==> config.mk <==
export PLATFORM = sky130hd
export DESIGN_NAME = pc_unit
export DESIGN_NICKNAME = d
export VERILOG_FILES = /design/src/rtl/pc_unit.sv
export SDC_FILE = /design/constraint.sdc
export NUM_CORES = 1
export LEC_CHECK = 0
export BUFFER_PORTS_ARGS = -buffer_cell sky130_fd_sc_hd__buf_2
export CAP_MARGIN = 40
export CORE_MARGIN = 2
export CORE_UTILIZATION = 44
export CTS_CLUSTER_DIAMETER = 100
export CTS_CLUSTER_SIZE = 28
export DETAILED_ROUTE_END_ITERATION = 7
export PLACE_DENSITY = 0.81
export SYNTH_ARGS = -nofsm -noshare
export SYNTH_HDL_FRONTEND = slang
export SYNTH_SLANG_ARGS = --single-unit
==> constraint.sdc <==
create_clock -name clk -period 7.2 [get_ports clk]
set_clock_uncertainty 0.1 [all_clocks]
set_input_delay 0.72 -clock clk [delete_from_list [all_inputs] [get_ports clk]]
set_output_delay 0.72 -clock clk [all_outputs]
set_load 0.05 [all_outputs]
==> src/rtl/pc_unit.sv <==
// Program-counter slice for the single-cycle MIPS core.
// Holds the PC and forms PC+INC with a ripple chain of 1-bit full-adder cells.
// A 2:1 mux selects either the sequential address or an external target.
module pc_unit #(
  parameter int                 WIDTH     = 32,
  parameter int                 INC       = 4,
  parameter logic [WIDTH-1:0]   RESET_VEC = '0
) (
  input  logic             clk,
  input  logic             rst_n,
  input  logic             en,
  input  logic             pc_src,
  input  logic [WIDTH-1:0] target,
  output logic [WIDTH-1:0] pc,
  output logic [WIDTH-1:0] pc_next,
  output logic [WIDTH-1:0] pc_plus,
  output logic             carry_out
);

  // Increment operand for the adder chain, as a WIDTH-bit vector.
  localparam logic [WIDTH-1:0] INC_VEC = WIDTH'(INC);

  // Sum bit of a 1-bit full-adder cell.
  function automatic logic fa_sum(input logic a, input logic b, input logic cin);
    fa_sum = a ^ b ^ cin;
  endfunction

  // Carry bit of a 1-bit full-adder cell.
  function automatic logic fa_cout(input logic a, input logic b, input logic cin);
    fa_cout = (a & b) | (cin & (a ^ b));
  endfunction

  logic [WIDTH-1:0] pc_r;
  logic [WIDTH-1:0] sum_s;
  logic [WIDTH:0]   carry_s;
  logic [WIDTH-1:0] next_s;

  // The chain starts with no carry in.
  assign carry_s[0] = 1'b0;

  // One full-adder cell per bit. Each cell's carry ripples into the next one.
  for (genvar i = 0; i < WIDTH; i++) begin : g_fa
    assign sum_s[i]     = fa_sum (pc_r[i], INC_VEC[i], carry_s[i]);
    assign carry_s[i+1] = fa_cout(pc_r[i], INC_VEC[i], carry_s[i]);
  end

  // The ternary is deliberate: an unknown pc_src merges both candidates,
  // so X shows up on pc_next instead of the target being picked silently.
  assign next_s = pc_src ? sum_s : target;

  // PC register: asynchronous reset to the reset vector, loads when enabled,
  // and otherwise holds (stall).
  always_ff @(posedge clk or negedge rst_n) begin
    if (!rst_n) begin
      pc_r <= RESET_VEC;
    end else if (en) begin
      pc_r <= next_s;
    end else begin
      pc_r <= pc_r;
    end
  end

  assign pc        = pc_r;
  assign pc_next   = next_s;
  assign pc_plus   = sum_s;
  assign carry_out = carry_s[WIDTH];

endmodule

==> results of run 1 <==
[kinds of logic (layout without fill, tap and decap cells)]
family / count (synthesis) / count (layout) / share of synthesized area, %
DFF: 32 / 32 / 36.8
and+or+nand+nor: 5 / 5 / 1.21
adders and majority gates: 29 / 29 / 16.7
buffers and inverters: 10 / 146 / 4.42
muxes: 62 / 62 / 40.7
AOI/OAI and AO/OA: 1 / 1 / 0.287
[synthesized netlist by cell type (all sizes together)]
| library cell | n | area [sq um] |
|---|---|---|
| dfrtp | 32 | 801 |
| ha | 29 | 363 |
| buf | 9 | 92.6 |
| a31oi | 1 | 6.26 |
| nor2 | 1 | 3.75 |
| mux2 | 62 | 886 |
| nand2 | 1 | 3.75 |
| inv | 1 | 3.75 |
| nand2b | 3 | 18.8 |
[repair_timing]
action	in CTS	in global routing
hold buffers	0	0
setup buffers	2	1
gates resized for setup	9	11
endpoints found under the setup margin	3	3
pin swaps	0	1
[stage by stage]
stage	instances	setup slack, ps	hold slack (ps)
6_report	342	236	389
5_1_grt	342	6.89	452
4_1_cts	341	11.7	403
3_5_place_dp	331	131	427
3_3_place_gp	329	262	421
2_1_floorplan	139	16.6	324
[cell usage in the layout (no fill, tap or decap)]
master	instances
buf_2	131
a31oi_1	1
mux2_2	11
dfrtp_1	32
nor2_1	1
clkbuf_8	7
buf_4	3
nand2_1	1
ha_1	12
bufinv_16	1
mux2_4	51
ha_2	17
buf_8	1
nand2b_1	3
buf_12	2
inv_1	1
[report_power, final]
part	total, mW	internal (mW)	switching, mW	leakage [nW]
Combinational	0.741	0.205	0.535	1.27
Clock	0.185	0.122	0.0626	0.0645
Sequential	0.255	0.220	0.0352	0.375
Total	1.18	0.547	0.633	1.71
[cell type report]
class | count | share of cell area, %
clock inverter | 1 | 0.976
sequential | 32 | 26.0
inverter | 1 | 0.122
timing repair buffer | 137 | 23.8
tap | 67 | 2.73
multi-input combinational | 97 | 43.2
clock buffer | 7 | 3.13
[final timing paths]
check | to | depth (start not counted) | start | slack (ps)
setup / recovery | pc_next[31] | 31 | pc[3] | 240
hold / removal | pc[10] | 1 | rst_n | 390
setup reg to reg | pc[31] | 31 | pc[3] | 1020
hold reg to reg | pc[20] | 1 | pc[20] | 440
max in group asynchronous | pc[26] | 1 | rst_n | 6170
min in group clk | pc[20] | 1 | pc[20] | 440
[per-layer routing]
layer | share of wire, % | up-vias | routed length, um | track usage [%]
li1 | - | 776 | - | -
met1 | 39 | 793 | 1980 | 19.8
met2 | 54 | 70 | 2710 | 31.0
met3 | 5.5 | 6 | 276 | 2.57
met4 | 0.82 | 0 | 41 | 5.95
met5 | 0 | - | 0 | 0
==> flow_summary.yaml, run 1 <==
setup_path:
  path_max_fanout: 2
  path_buf_inv: 1
  required_ps: 6380
  endpoint_kind: "output pin"
  critPathLaunchType: "flip-flop"
  crit_family: "adder cells"
  max_stage_delay_ps: 380
  crit_type: "reg -> out"
  crit_top_cell: "ha_2"
  worstPathArrival_ps: 6140
  slowest_stage: "dfrtp_1"
finish:
  largest_register_ffs: 32
  multi_input_area_sq_um: 1330
  seqCellArea_sq_um: 801
  drive_gt1_share_pct: 81.5
  nFillCells: 387
  area_growth_pct: 41.2
  final_nets: 339
  antenna_cells: 0
  final_design_area_no_fill_sq_um: 3080
  utilization_pct: 64.7
clocking:
  path_clk_slew_ps: 60
  root_buffer: "clkbuf_8"
  cts_buffers: 5
  cts_buffer_depth: 2
  clock_latency_ps: 280
  tritoncts: "yes"
  htreeDepth: 2
  clkSinkCount: 32
logic_synthesis:
  netlist_area_sq_um: 2180
  ys_seq_area_share_pct: 36.8
  synth_cell_types: 13
  synthCells: 139
  yosysWarnings: 0
  syn_area_per_cell_sq_um: 15.7
  ys_seq_elements: 32
  synth_fp_nets: 204
drt:
  final_antenna_net_count: 0
  wl_per_cell_um: 14.7
  routed_wl_um: 5010
  drtIter0Drc: 10
  route.detailed.drc: 0
  drt-pass1-iter-count: 4
  vias: 1645
  via_per_inst: 4.81
global_routing:
  antenna_found_initial: 0
  overflow: 0
  grtUsageTotal_pct: 16.8
  grt_pass1_vias: 1566
  grt_max_degree: 33
  grt_pass1_wl_um: 7080
floorplanning:
  start_util_pct: 45.8
  rows: 25
  die_w_um: 74.4
  die_height_um: 74.4
  die-area_sq_um: 5530
  core-area_sq_um: 4750
  pin_count: 133
timing:
  fin_crit_sh_pct: 96.7
  hold_viol: 0
  rsz0062_at_grt: "no"
  report.final.slew_viol_count: 0
  period_needed_ps: 6960
  tightest_slew_ps: 698
  setup_tns_ps: 0
  setup-violations-final: 0
  max_slew_margin_pct: 53.5
  fmax_ghz: 0.144
run_status:
  status: "finished, final reports clean"
place:
  dpl_cell_area_sq_um: 2870
  place_congestion: 0.786
  port_buffers: 132
  dp_hpwl_um: 3940
power:
  worst_ir_drop_vdd_v: 0.000265
  power_density_nw_per_um2: 384
  p_leak_nw: 1.71
  total_power_mw: 1.18
flow_run:
  maxCapViolations: 0
min_path:
  hp-class: "in -> async"
Note: power is estimated with default switching activity, not from simulation.
==> run 2, diff against run 1 <==
--- a/config.mk
+++ b/config.mk
@@ -8,11 +8,12 @@
 export BUFFER_PORTS_ARGS = -buffer_cell sky130_fd_sc_hd__buf_2
 export CAP_MARGIN = 40
 export CORE_MARGIN = 2
-export CORE_UTILIZATION = 44
+export CORE_UTILIZATION = 30
 export CTS_CLUSTER_DIAMETER = 100
 export CTS_CLUSTER_SIZE = 28
 export DETAILED_ROUTE_END_ITERATION = 7
-export PLACE_DENSITY = 0.81
+export PLACE_DENSITY = 0.58
+export REMOVE_ABC_BUFFERS = 1
 export SYNTH_ARGS = -nofsm -noshare
 export SYNTH_HDL_FRONTEND = slang
 export SYNTH_SLANG_ARGS = --single-unit
==> run 2 against run 1 <==
Net effect: non-clock buffer count decreased by 1; critical path depth unchanged; power increased by 0.26%; largest cell class unchanged; largest power group unchanged.
==> flow_summary.yaml, run 2 (same netlist as run 1, synthesis figures left out) <==
timing:
  fin_crit_sh_pct: 96.4
  report.final.slew_viol_count: 0
  hold_viol: 0
  fmax_ghz: 0.144
  period_needed_ps: 6940
  setup_tns_ps: 0
  tightest_slew_ps: 726
  rsz0062_at_grt: "no"
  setup-violations-final: 0
  max_slew_margin_pct: 51.6
power:
  clkPwrFrac_pct: 15.9
  p_leak_nw: 1.70
  swShare_pct: 53.8
  combPwrFrac_pct: 62.6
  pwr-share-seq_pct: 21.5
  p_sw_mw: 0.637
  intPower_mw: 0.546
  worst_ir_drop_vdd_v: 0.000161
  power_density_nw_per_um2: 377
setup_path:
  slowest_stage: "dfrtp_1"
  path_max_fanout: 2
  worstPathArrival_ps: 6120
  rr_worst_depth: 31
  critPathLaunchType: "flip-flop"
  required_ps: 6380
  crit_top_cell: "ha_2"
  max_stage_delay_ps: 380
  crit_type: "reg -> out"
  endpoint_kind: "output pin"
place:
  dpl_cell_area_sq_um: 2930
  port_buffers: 132
  place_congestion: 0.744
  dp_hpwl_um: 4310
drt:
  wl_per_cell_um: 14.2
  drtIter0Drc: 28
  via_per_inst: 4.36
  vias: 1628
  drt-pass1-iter-count: 3
  routed_wl_um: 5290
  route.detailed.drc: 0
  final_antenna_net_count: 0
floorplanning:
  pin_count: 133
  start_util_pct: 30.5
  die-area_sq_um: 7960
  core-area_sq_um: 7140
  die_height_um: 89.2
  rows: 31
  die_w_um: 89.2
finish:
  largest_register_ffs: 32
  final_common_cell: "buf_2"
  antenna_cells: 0
  final_nets: 338
  layout_common_cells: "buf_2 (131), mux2_4 (51), dfrtp_1 (32), ha_2 (19), mux2_2 (11)"
  drive_gt1_share_pct: 82.5
  final_design_area_no_fill_sq_um: 3140
  area_growth_pct: 44.2
global_routing:
  grt_use_met3_pct: 2.22
  grt_pass1_wl_um: 7880
  met2_usage_pct: 23.2
  grt_most_used_layer: "met2"
  antenna_found_initial: 0
  overflow: 0
  grtUsageTotal_pct: 13.0
  grt_use_met1_pct: 15.5
  grt_max_degree: 33
  grt_pass1_vias: 1643
clocking:
  path_clk_slew_ps: 70
  clkSinkCount: 32
  tritoncts: "yes"
  htreeDepth: 2
  cts_hold_buf: 0
  clock_latency_ps: 280
  cts_buffers: 5
  cts_buffer_depth: 2
  root_buffer: "clkbuf_8"
run_status:
  status: "finished, final reports clean"
flow_run:
  maxCapViolations: 0
min_path:
  hp-class: "in -> async"
[run 2: cell count changes in the layout (fill, tap and decap cells not counted), sizes merged]
| cell | delta |
|---|---|
| buf | -1 |
[run 2: power groups by stage]
stage	registers, mW	logic (mW)	clock network [mW]
6_report	0.254	0.740	0.188
5_1_grt	0.262	0.774	0.203
4_1_cts	0.254	0.747	0.194
3_5_place_dp	0.258	0.735	0
3_3_place_gp	0.257	0.730	0
2_1_floorplan	0.399	0.446	0
[run 2: layout make-up]
type / count / area (sq um)
fillers: 716 / 4000
multi-input cells: 97 / 1350
flip-flops and latches: 32 / 801
repair buffers: 136 / 741
well taps: 99 / 124
clock buffers: 7 / 96.3
clock inverters: 1 / 30.0
inverters: 1 / 3.75
[run 2: what timing repair did]
| item | CTS | global route |
|---|---|---|
| buffers inserted | 2 | 0 |
| resized for setup | 13 | 11 |
| gates cloned | 0 | 0 |
| setup endpoints to repair | 3 | 3 |
| pin swaps | 1 | 0 |
[run 2: metrics by stage]
step	power, mW	setup WS (ps)	instances	hold WS, ps	utilization (%)
after floorplan	0.846	-93.9	130	324	-
after global placement	0.987	179	361	423	40.2
after detailed placement	0.993	39.9	363	427	41.0
after CTS	1.19	12.7	373	417	43.6
after global routing	1.24	19.1	373	449	44.0
final	1.18	257	373	395	44.0
[run 2: final timing paths]
path	from	end	slack, ps
setup / recovery	pc[2]	pc_next[31]	260
hold / removal	rst_n	pc[26]	390
setup reg to reg	pc[2]	pc[31]	1030
hold reg to reg	pc[5]	pc[5]	450
max in group asynchronous	rst_n	pc[7]	6140
min in group clk	pc[5]	pc[5]	450
[run 2: per-layer routing]
layer | wire length [um] | share of wire [%]
met5 | 0 | 0
met4 | 76 | 1.4
met3 | 352 | 6.7
met2 | 2620 | 50
met1 | 2240 | 42
[run 2: worst max-delay path: cells and delay by family, from the launching register on]
family | cells | cell delay (ps)
buffers and inverters | 1 | 150
muxes | 1 | 280
adders and majority gates | 29 | 5050
DFF | 1 | 380
==> run 3, diff against run 2 <==
--- a/config.mk
+++ b/config.mk
@@ -12,7 +12,7 @@
 export CTS_CLUSTER_DIAMETER = 100
 export CTS_CLUSTER_SIZE = 28
 export DETAILED_ROUTE_END_ITERATION = 7
-export PLACE_DENSITY = 0.58
+export PLACE_DENSITY = 0.56
 export REMOVE_ABC_BUFFERS = 1
 export SYNTH_ARGS = -nofsm -noshare
 export SYNTH_HDL_FRONTEND = slang
==> run 3 against run 2 <==
Net effect: combinational power barely moved; die area did not move; core utilization decreased by 0.61 points; wire length up 2.0%; sequential share of layout area rose by 0.36 points; register-to-register slack hardly changed; cell count unchanged; setup slack better by 1.2 ps; hold slack got worse by 8.9 ps; clock power decreased by 12%; sequential power hardly changed; first-iteration DRC count decreased by 50%; critical endpoint unchanged; highest routed layer unchanged.
==> flow_summary.yaml, run 3 (same netlist as run 1, synthesis figures left out) <==
finish:
  nFillCells: 707
  fin_cells: 373
  utilization_pct: 43.4
  layout_common_cells: "buf_2 (131), mux2_4 (51), dfrtp_1 (32), ha_2 (17), ha_1 (12)"
  final_design_area_no_fill_sq_um: 3100
  final_common_cell: "buf_2"
  antenna_cells: 0
  largest_register_ffs: 32
  area_growth_pct: 42.2
  final_nets: 338
  drive_gt1_share_pct: 81.0
global_routing:
  overflow: 0
  grt_pass1_wl_um: 7380
  grt_max_degree: 33
  grt_pass1_vias: 1504
  antenna_found_initial: 0
  grtUsageTotal_pct: 12.1
clocking:
  clock_latency_ps: 280
  tritoncts: "yes"
  cts_buffer_depth: 2
  cts_buffers: 5
  root_buffer: "clkbuf_8"
  path_clk_slew_ps: 70
  clkSinkCount: 32
  htreeDepth: 2
drt:
  route.detailed.drc: 0
  via_per_inst: 4.43
  vias: 1651
  wl_per_cell_um: 14.5
  drt-pass1-iter-count: 2
  final_antenna_net_count: 0
  drtIter0Drc: 14
  routed_wl_um: 5400
floorplanning:
  die_height_um: 89.2
  rows: 31
  die-area_sq_um: 7960
  core-area_sq_um: 7140
  pin_count: 133
  start_util_pct: 30.5
  die_w_um: 89.2
timing:
  max_slew_margin_pct: 52.5
  setup_tns_ps: 0
  report.final.slew_viol_count: 0
  fin_crit_sh_pct: 96.4
  layout_setup_ws_ps: 258
  fmax_ghz: 0.144
  tightest_slew_ps: 712
  period_needed_ps: 6940
  hold_viol: 0
  whs_ps: 386
  setup-violations-final: 0
setup_path:
  crit_type: "reg -> out"
  critPathLaunchType: "flip-flop"
  path_max_fanout: 2
  path_buf_inv: 1
  crit_top_cell: "ha_2"
  required_ps: 6380
  endpoint_kind: "output pin"
  max_stage_delay_ps: 380
  worstPathArrival_ps: 6120
  slowest_stage: "dfrtp_1"
  crit_family: "adder cells"
place:
  dp_hpwl_um: 4280
  place_inst: 363
  port_buffers: 132
  place_congestion: 0.723
  dp_slack_ps: 101
  dpl_cell_area_sq_um: 2920
power:
  intPower_mw: 0.527
  p_leak_nw: 1.70
  power_density_nw_per_um2: 376
  clkPwrFrac_pct: 14.3
  pwr-share-seq_pct: 21.9
  combPwrFrac_pct: 63.8
  worst_ir_drop_vdd_v: 0.000167
  p_sw_mw: 0.636
  total_power_mw: 1.16
  swShare_pct: 54.7
min_path:
  hp-class: "in -> async"
run_status:
  status: "finished, final reports clean"
flow_run:
  maxCapViolations: 0
## run 3: cell count changes in the layout (fill, tap and decap cells not counted), sizes merged
| cell | delta |
|---|---|
| clkinv | +1 |
| clkbuf | -1 |
## run 3: final cells by class
class	instances	area (sq um)	share of cell area, %
multi-input cells	97	1330	42.9
flip-flops and latches	32	801	25.9
repair buffers	136	733	23.7
well taps	99	124	4.00
clock buffers	6	72.6	2.34
clock inverters	2	35.0	1.13
inverters	1	3.75	0.121
## run 3: what timing repair did
item,4_1_cts,5_1_grt
gates resized for setup,12,9
cloned,0,0
hold buffers,0,0
pin swaps,1,1
setup endpoints to repair,3,3
setup buffers,2,0
hold endpoints to repair,0,0
## run 3: routing by layer
metal / wire (um) / GRT usage [%] / share of wire [%] / vias up
met5: 0 / 0 / 0 / -
met3: 415 / 2.49 / 7.7 / 6
li1: - / - / - / 774
met4: 74 / 4.07 / 1.4 / 0
met2: 2560 / 20.6 / 47 / 88
met1: 2350 / 15.4 / 43 / 783
## run 3: path summary, 6_finish.rpt
check | startpoint | endpoint | slack [ps] | cells after the start
setup / recovery | pc[2] | pc_next[31] | 260 | 31
hold / removal | rst_n | pc[18] | 390 | 1
setup reg to reg | pc[2] | pc[31] | 1030 | 31
hold reg to reg | pc[13] | pc[13] | 450 | 1
max in group asynchronous | rst_n | pc[30] | 6150 | 1
min in group clk | pc[13] | pc[13] | 450 | 1
## run 3: power groups by stage
stage / combinational (mW) / sequential (mW) / clock [mW]
2_1_floorplan: 0.446 / 0.399 / 0
3_3_place_gp: 0.731 / 0.258 / 0
3_5_place_dp: 0.735 / 0.260 / 0
4_1_cts: 0.746 / 0.255 / 0.174
5_1_grt: 0.777 / 0.262 / 0.183
6_report: 0.742 / 0.255 / 0.166
